File: src/rtl/lc3_pkg.sv
// lc3_pkg
//   Shared constants and types for the LC-3 register file and PSR logic.
//   Provides:
//     - spmux_e        : SP_OUT source select encodings
//     - REG_R6, REG_R7 : stack-pointer and link register indices
//     - CC_RESET       : NZP value after reset (Z set)
//     - SSP_INIT_DEFAULT : default supervisor stack pointer on reset

package lc3_pkg;

  typedef enum logic [1:0] {
    SP_INC = 2'b00,   // SR1_OUT + 1 (pop)
    SP_DEC = 2'b01,   // SR1_OUT - 1 (push)
    SP_SSP = 2'b10,   // Saved_SSP   (enter supervisor)
    SP_USP = 2'b11    // Saved_USP   (return to user)
  } spmux_e;

  localparam logic [2:0]  REG_R6           = 3'b110;
  localparam logic [2:0]  REG_R7           = 3'b111;

  // {N,Z,P}; Z is the only legal code for a register file holding zeros.
  localparam logic [2:0]  CC_RESET         = 3'b010;

  localparam logic [15:0] SSP_INIT_DEFAULT = 16'h3000;

endpackage

File: src/rtl/lc3_cc_gen.sv
// lc3_cc_gen
//   Combinational condition-code generator: classifies a bus value as
//   negative, zero or positive. Shared with the PSR write path so both
//   places agree on the classification.
// Ports:
//   bus  in  WIDTH  value to classify
//   n    out 1      sign bit set
//   z    out 1      value is zero
//   p    out 1      non-zero with sign bit clear
// Exactly one of n/z/p is high for any 2-state input.

module lc3_cc_gen #(
  parameter int WIDTH = 16
) (
  input  logic [WIDTH-1:0] bus,
  output logic             n,
  output logic             z,
  output logic             p
);

  always_comb begin
    n = bus[WIDTH-1];
    z = (bus == '0);
    // A negative value is never zero, so p is simply "neither of the others".
    p = ~n & ~z;
  end

endmodule

File: src/rtl/lc3_reg_file.sv
// lc3_reg_file
//   LC-3 general-purpose register file with condition codes and the
//   supervisor/user stack-pointer shadows used on interrupt entry and RTI.
// Ports:
//   clk          in  1      rising-edge clock
//   rst          in  1      asynchronous active-high reset
//   DR           in  3      write index
//   LD_REG       in  1      write BUS into R[DR]
//   BUS          in  WIDTH  write data for registers and condition codes
//   SR1, SR2     in  3      read indices
//   SR1_OUT      out WIDTH  R[SR1], combinational
//   SR2_OUT      out WIDTH  R[SR2], combinational
//   LD_CC        in  1      update N/Z/P from BUS
//   N, Z, P      out 1      condition codes
//   LD_SavedSSP  in  1      capture SR1_OUT into Saved_SSP
//   LD_SavedUSP  in  1      capture SR1_OUT into Saved_USP
//   SPMUX        in  2      SP_OUT source select (see lc3_pkg::spmux_e)
//   SP_OUT       out WIDTH  stack-pointer candidate for GateSP

module lc3_reg_file
  import lc3_pkg::*;
#(
  parameter int               WIDTH    = 16,
  parameter logic [WIDTH-1:0] SSP_INIT = WIDTH'(SSP_INIT_DEFAULT)
) (
  input  logic             clk,
  input  logic             rst,

  input  logic [2:0]       DR,
  input  logic             LD_REG,
  input  logic [WIDTH-1:0] BUS,

  input  logic [2:0]       SR1,
  input  logic [2:0]       SR2,
  output logic [WIDTH-1:0] SR1_OUT,
  output logic [WIDTH-1:0] SR2_OUT,

  input  logic             LD_CC,
  output logic             N,
  output logic             Z,
  output logic             P,

  input  logic             LD_SavedSSP,
  input  logic             LD_SavedUSP,
  input  logic [1:0]       SPMUX,
  output logic [WIDTH-1:0] SP_OUT
);

  localparam int NUM_REGS = 8;

  logic [WIDTH-1:0]    regs [NUM_REGS];
  logic [NUM_REGS-1:0] reg_we;

  logic [2:0]          nzp_q;
  logic                cc_n;
  logic                cc_z;
  logic                cc_p;

  logic [WIDTH-1:0]    saved_ssp_q;
  logic [WIDTH-1:0]    saved_usp_q;

  // Write decode. LD_REG gates every enable so an undriven DR while
  // idle cannot select a register.
  always_comb begin
    reg_we = '0;
    for (int i = 0; i < NUM_REGS; i++) begin
      reg_we[i] = LD_REG && (DR == 3'(i));
    end
  end

  always_ff @(posedge clk or posedge rst) begin
    if (rst) begin
      for (int i = 0; i < NUM_REGS; i++) begin
        regs[i] <= '0;
      end
    end else begin
      for (int i = 0; i < NUM_REGS; i++) begin
        if (reg_we[i]) begin
          regs[i] <= BUS;
        end
      end
    end
  end

  // No write bypass: a write lands on the read ports after the edge.
  assign SR1_OUT = regs[SR1];
  assign SR2_OUT = regs[SR2];

  lc3_cc_gen #(
    .WIDTH (WIDTH)
  ) u_cc_gen (
    .bus (BUS),
    .n   (cc_n),
    .z   (cc_z),
    .p   (cc_p)
  );

  always_ff @(posedge clk or posedge rst) begin
    if (rst) begin
      nzp_q <= CC_RESET;
    end else if (LD_CC) begin
      nzp_q <= {cc_n, cc_z, cc_p};
    end
  end

  assign N = nzp_q[2];
  assign Z = nzp_q[1];
  assign P = nzp_q[0];

  // Both shadows sample the pre-edge SR1_OUT, so on interrupt entry the
  // old R6 is saved even while R6 is being reloaded in the same cycle.
  always_ff @(posedge clk or posedge rst) begin
    if (rst) begin
      saved_ssp_q <= SSP_INIT;
    end else if (LD_SavedSSP) begin
      saved_ssp_q <= SR1_OUT;
    end
  end

  always_ff @(posedge clk or posedge rst) begin
    if (rst) begin
      saved_usp_q <= '0;
    end else if (LD_SavedUSP) begin
      saved_usp_q <= SR1_OUT;
    end
  end

  // Increment/decrement wrap modulo 2^WIDTH by truncation.
  always_comb begin
    SP_OUT = SR1_OUT + WIDTH'(1);
    case (spmux_e'(SPMUX))
      SP_INC:  SP_OUT = SR1_OUT + WIDTH'(1);
      SP_DEC:  SP_OUT = SR1_OUT - WIDTH'(1);
      SP_SSP:  SP_OUT = saved_ssp_q;
      SP_USP:  SP_OUT = saved_usp_q;
      default: SP_OUT = SR1_OUT + WIDTH'(1);
    endcase
  end

endmodule

File: config.mk
export PLATFORM = sky130hd
export DESIGN_NAME = lc3_reg_file
export DESIGN_NICKNAME = d
export VERILOG_FILES = /design/src/rtl/lc3_pkg.sv /design/src/rtl/lc3_cc_gen.sv /design/src/rtl/lc3_reg_file.sv
export SDC_FILE = /design/constraint.sdc
export NUM_CORES = 1
export LEC_CHECK = 0
export ABC_AREA = 1
export BUFFER_PORTS_ARGS = -buffer_cell sky130_fd_sc_hd__buf_4
export CAP_MARGIN = 20
export CORE_MARGIN = 4
export CORE_UTILIZATION = 50
export CTS_CLUSTER_SIZE = 8
export DETAILED_ROUTE_END_ITERATION = 12
export PLACE_DENSITY = 0.71
export SKIP_CTS_REPAIR_TIMING = 1
export SYNTH_ARGS = -nofsm -noshare
export SYNTH_HDL_FRONTEND = slang
export SYNTH_SLANG_ARGS = --single-unit
File: constraint.sdc
create_clock -name clk -period 7.05 [get_ports clk]
set_input_delay 1.41 -clock clk [delete_from_list [all_inputs] [get_ports clk]]
set_output_delay 1.41 -clock clk [all_outputs]
set_load 0.005 [all_outputs]
# After elaboration in Yosys (flattened, before gate mapping)
# Cells that the tools add are included.
# word_totals
memories,0
mem_bits_rw,0
mem_bits_ro,0
latchBits,0
ff_bits,163
wordCells,48
# op_classes
n_reduce_logical,11
div,0
muxes,7
n_shift,0
addsub,2
mul,0
order_cmp,2
n_eq_ne,10
bitwise,5
# ops
operator,count
binary-select mux 16 bit (select 3 bit),2
two-way mux 16 bit,4
case mux 16 bit (4 select lines),1
"adder 16 x 1 -> 16 bit, second input constant",1
zero test 16 bit,1
"subtractor 16 x 1 -> 16 bit, second input constant",1
"== test 3 bit, second input constant",4
">= comparator 4 bit, second input constant",2
logical AND 1 bit,8
inverter 3 -> 4 bit,2
"== test 3 x 2 -> 1 bit, second input constant",2
"== test 2 bit, second input constant",2
"== test 3 x 1 -> 1 bit, second input constant",1
zero test 3 bit,1
"== test 2 x 1 -> 1 bit, second input constant",1
zero test 2 bit,1
inverter 1 bit,2
bitwise AND 1 bit,1

# Longest topological paths before layout
# depth
ltp_word,6
ltp_mapped,20

# By module
# A second synthesis with hierarchy kept.
# unflattened
cells_unflattened,1243
hier_area_um2,9316.4
# modules_own_cells
module,area_each_um2,n_inst,cells_each
lc3_reg_file,9245.1,1,1226
lc3_cc_gen,71.3,1,17

# Worst setup path after synthesis
# No wires, ideal clock.
# synth_path
path_kind,in2out
start,input port SR1[0]
end,output port SP_OUT[15]
stages,16
path_slack_ps,2181
arrival_ps,3459
cell_sequence,buf_6 buf_6 buf_6 a21oi_1 o21ai_1 a31oi_2 ha_1 nand2_1 inv_1 a21oi_1 nor2_1 a211oi_1 nand2_1 nand2_1 nand3_1 nand2_1
# synth_between
elab_chain_cells,6
word_cells_on_any_way,7
classes_between,add/sub: 2; mux: 4; bitwise: 1
# synth_lines
element,line_no,rtl
"start, declared",lc3_reg_file.sv:33,"input logic [2:0] SR1,"
inverter 3 -> 4 bit (implied by the code) *,lc3_reg_file.sv:86,assign SR1_OUT = regs[SR1];
binary-select mux 16 bit (select 3 bit) *,lc3_reg_file.sv:86,
two-way mux 16 bit (implied by the code) * (2 in a row),lc3_reg_file.sv:86,
via SR1_OUT[9],lc3_reg_file.sv:35,"output logic [WIDTH-1:0] SR1_OUT,"
subtractor 16 x 1 -> 16 bit / adder 16 x 1 -> 16 bit (equally long branches),--,
case mux 16 bit (4 select lines) *,lc3_reg_file.sv:131,case (spmux_e'(SPMUX))
"end, declared",lc3_reg_file.sv:46,output logic [WIDTH-1:0] SP_OUT
# The timed path passes the listed nets; every way through them passes the cells marked *. The select of a mux whose other input is x is not followed.

# Final worst setup path
# layout_path
start,input port SR1[0]
end,output port SP_OUT[9]
# layout_between
elab_chain_cells,6
word_cells_on_any_way,7
classes_between,add/sub: 2; mux: 4; bitwise: 1
# layout_lines
element,line_no
inverter 3 -> 4 bit (implied by the code) *,lc3_reg_file.sv:86
binary-select mux 16 bit (select 3 bit) *,lc3_reg_file.sv:86
two-way mux 16 bit (implied by the code) * (2 in a row),lc3_reg_file.sv:86
subtractor 16 x 1 -> 16 bit / adder 16 x 1 -> 16 bit (equally long branches),--
case mux 16 bit (4 select lines) *,lc3_reg_file.sv:131
# Every way passes the cells marked *; elsewhere a longest branch is shown, timed or not. The select of a mux whose other input is x is not followed.

==> out/qor.yml <==
final_layout:
  n_antenna_cell: 0
  drive_gt1_share_pct: 12.06
  nets: 1321
  synthToLayoutAreaGrowth_pct: 14.21
logic_synthesis:
  syn_inst: 1235
  synth_top_family_by_area: "compound AO/OA/AOI/OAI gates"
  async_flop_share_pct: 100.0
  synth.mux.area_fraction_pct: 0
  synth-simple-area-share_pct: 16.49
  synth-main-ff-cell: "dfrtp_1"
  synth_xor_area_share_pct: 0.4574
  seq_area_frac_synth_pct: 43.89
  synth_common_cells: "nand2_1 (276), o21ai_0 (215), dfrtp_1 (160)"
  yosysMostFrequentCell: "nand2_1"
  synthAdderAreaFrac_pct: 2.098
  synth_seq_cells: 163
  syn_avg_cell_area_um2: 7.532
  synth_edf_count: 0
  synth_nets: 1283
  synth_top_area_share_pct: 43.05
  ys_warn_count: 0
  synth_compound_gate_area_share_pct: 27.58
  synth_top_cell_by_area: "dfrtp_1"
  netlist_area_mm2: 0.009301
  synth.area.top_cells: "dfrtp_1 (43%), o21ai_0 (12%), nand2_1 (11%)"
  synth.distinct_cells: 41
drt:
  drc: 0
  wl_um: 28160
  vias: 8803
  viasPerCell: 5.814
  dr.pass1.iters: 5
  wl_per_cell_um: 18.60
  ant_nets: 0
  drt_iter0_markers: 919
place:
  place_ws_ns: 1.207
  io_buffers: 83
  place_congestion: 0.9837
  dp_hpwl_um: 18730
cts:
  cts_buffer_depth: 2
  clk_pin_slew_ns: 0.06
  htree_num_levels: 4
  numCtsBuffers: 17
  cts_tree: "built"
  insertion_delay_ns: 0.42
  cts.sinks: 163
  cts_root_buf: "clkbuf_16"
worst_setup_path:
  worstSetupStartpointType: "primary input"
  worstPathRequired_ns: 5.64
  r2r-start: "regs[30]"
  critPathCaptureType: "output port"
  r2r_cells: 6
  regToRegSetupSlack_ns: 5.56
  crit_type: "primary input to output port"
  reg2reg_to: "saved_usp_q[14]"
  crit_fanout: 57
  crit_arrival_ns: 4.48
die:
  rows: 49
  dieArea_mm2: 0.02085
  start_util_pct: 51.25
  die_height_um: 144.4
  coreArea_mm2: 0.01815
  fp.dieW_um: 144.4
  ioPinCount: 84
timing:
  period_minus_slack_ns: 5.889
  setup_viol: 0
  timing.final.ws_setup_ns: 1.161
  slew_viol_final: 0
  relSlewSlack_pct: 35.86
  fin_crit_sh_pct: 83.54
  worst_pin_slew_ns: 0.9621
  rsz0062_at_grt: "false"
  setup_tns_ns: 0
  clock_skew_ns: 0.008704
  hold_violations: 0
  max_freq_ghz: 0.1698
status:
  status: "finished clean"
grt:
  first_global_vias: 8060
  grt_pass1_wl_um: 44210
  track_usage_pct: 27.53
  grt_max_degree: 90
  antenna_found_initial: 0
  gr-total-overflow: 0
run:
  cap_violations: 0
worst_hold_path:
  hold_depth: 2
  holdPathEnd: "regs[73]"
  hold_path_class: "register to register"
  min_from: "regs[73]"
pwr:
  p_leak_uw: 0.005018
  power_density_mw_per_mm2: 274.6
  ir_worst_vdd_v: 0.0001763
## sequential cells by signal (all words and copies together) (netlist names)
name / flops
regs: 128
saved_ssp_q: 16
saved_usp_q: 16
nzp_q: 3
## per-layer routing
metal / GRT usage, % / vias up / part of all wire, %
met3: 5.721 / 59 / 8.8
met5: 0 / - / 0
li1: - / 4226 / -
met2: 43.38 / 430 / 46
met1: 37.87 / 4088 / 42
met4: 9.867 / 0 / 3.2
## cell type report
| class | instances | area, µm² |
|---|---|---|
| flip-flops and latches | 163 | 4083 |
| well taps | 229 | 286.5 |
| clock buffers | 22 | 474.2 |
| multi-input cells | 858 | 4342 |
| clock inverters | 9 | 153.9 |
| inverters | 138 | 523.0 |
| repair buffers | 95 | 760.7 |
| fillers | 1664 | 7525 |
## worst max-delay path by stage
stage	start	to	slack [ns]	cells after the start
global route	SR1[0]	SP_OUT[10]	0.88	15
CTS	SR1[0]	SP_OUT[9]	1.20	17
detailed placement	SR1[0]	SP_OUT[9]	1.21	17
global placement	SR1[0]	SP_OUT[9]	1.23	17
floorplan	rst	nzp_q[0]	1.24	1
finish	SR1[0]	SP_OUT[9]	1.16	17
## power by group
| group | leakage [µW] | total [µW] | internal, µW | switching (µW) |
|---|---|---|---|---|
| clock | 0.000303 | 991 | 620 | 372 |
| combinational | 0.00270 | 710 | 274 | 437 |
| sequential | 0.00201 | 1210 | 1110 | 110 |
| total | 0.00502 | 2920 | 2000 | 918 |
## metrics by stage
step	utilization, %	cell area (µm²)	power (µW)	hold slack, ns	std cells
2_1_floorplan	-	9301	1673	0.4495	1235
3_3_place_gp	54.69	9925	1910	0.4675	1480
3_5_place_dp	54.99	9980	1930	0.4729	1482
4_1_cts	58.45	10610	2923	0.4884	1513
5_1_grt	58.54	10620	3088	0.5033	1514
6_report	58.54	10620	2917	0.4841	1514
## kinds of logic after synthesis
logic type               Yosys count
flip-flops                       163
buffers and inverters            214
adder cells (fa/ha/maj)           15
AO/OA/AOI/OAI                    457
XOR/XNOR                           4
AND/OR/NAND/NOR                  382
## layout by cell type, fill, tap and decap left out, types with 20 or more instances in the layout
master / instances
o211ai_1: 34
dfrtp_1: 160
nor2_1: 63
nand2_1: 276
o21ai_1: 61
buf_4: 92
a21oi_1: 91
inv_1: 134
o21ai_0: 215
nand3_1: 20
## worst max-delay path, cell delays in order
cell     delay (ns)
buf_4          0.28
buf_4          0.53
o21ai_1        0.10
o21ai_0        0.16
a21oi_1        0.07
a31oi_2        0.41
ha_1           0.36
a21oi_1        0.23
nor2_1         0.07
nor2_1         0.17
o21ai_4        0.10
nand2_1        0.06
nand2_1        0.05
xor2_1         0.14
nand2_1        0.06
nand2_1        0.10
buf_4          0.16
(Power assumes the default switching activity.)
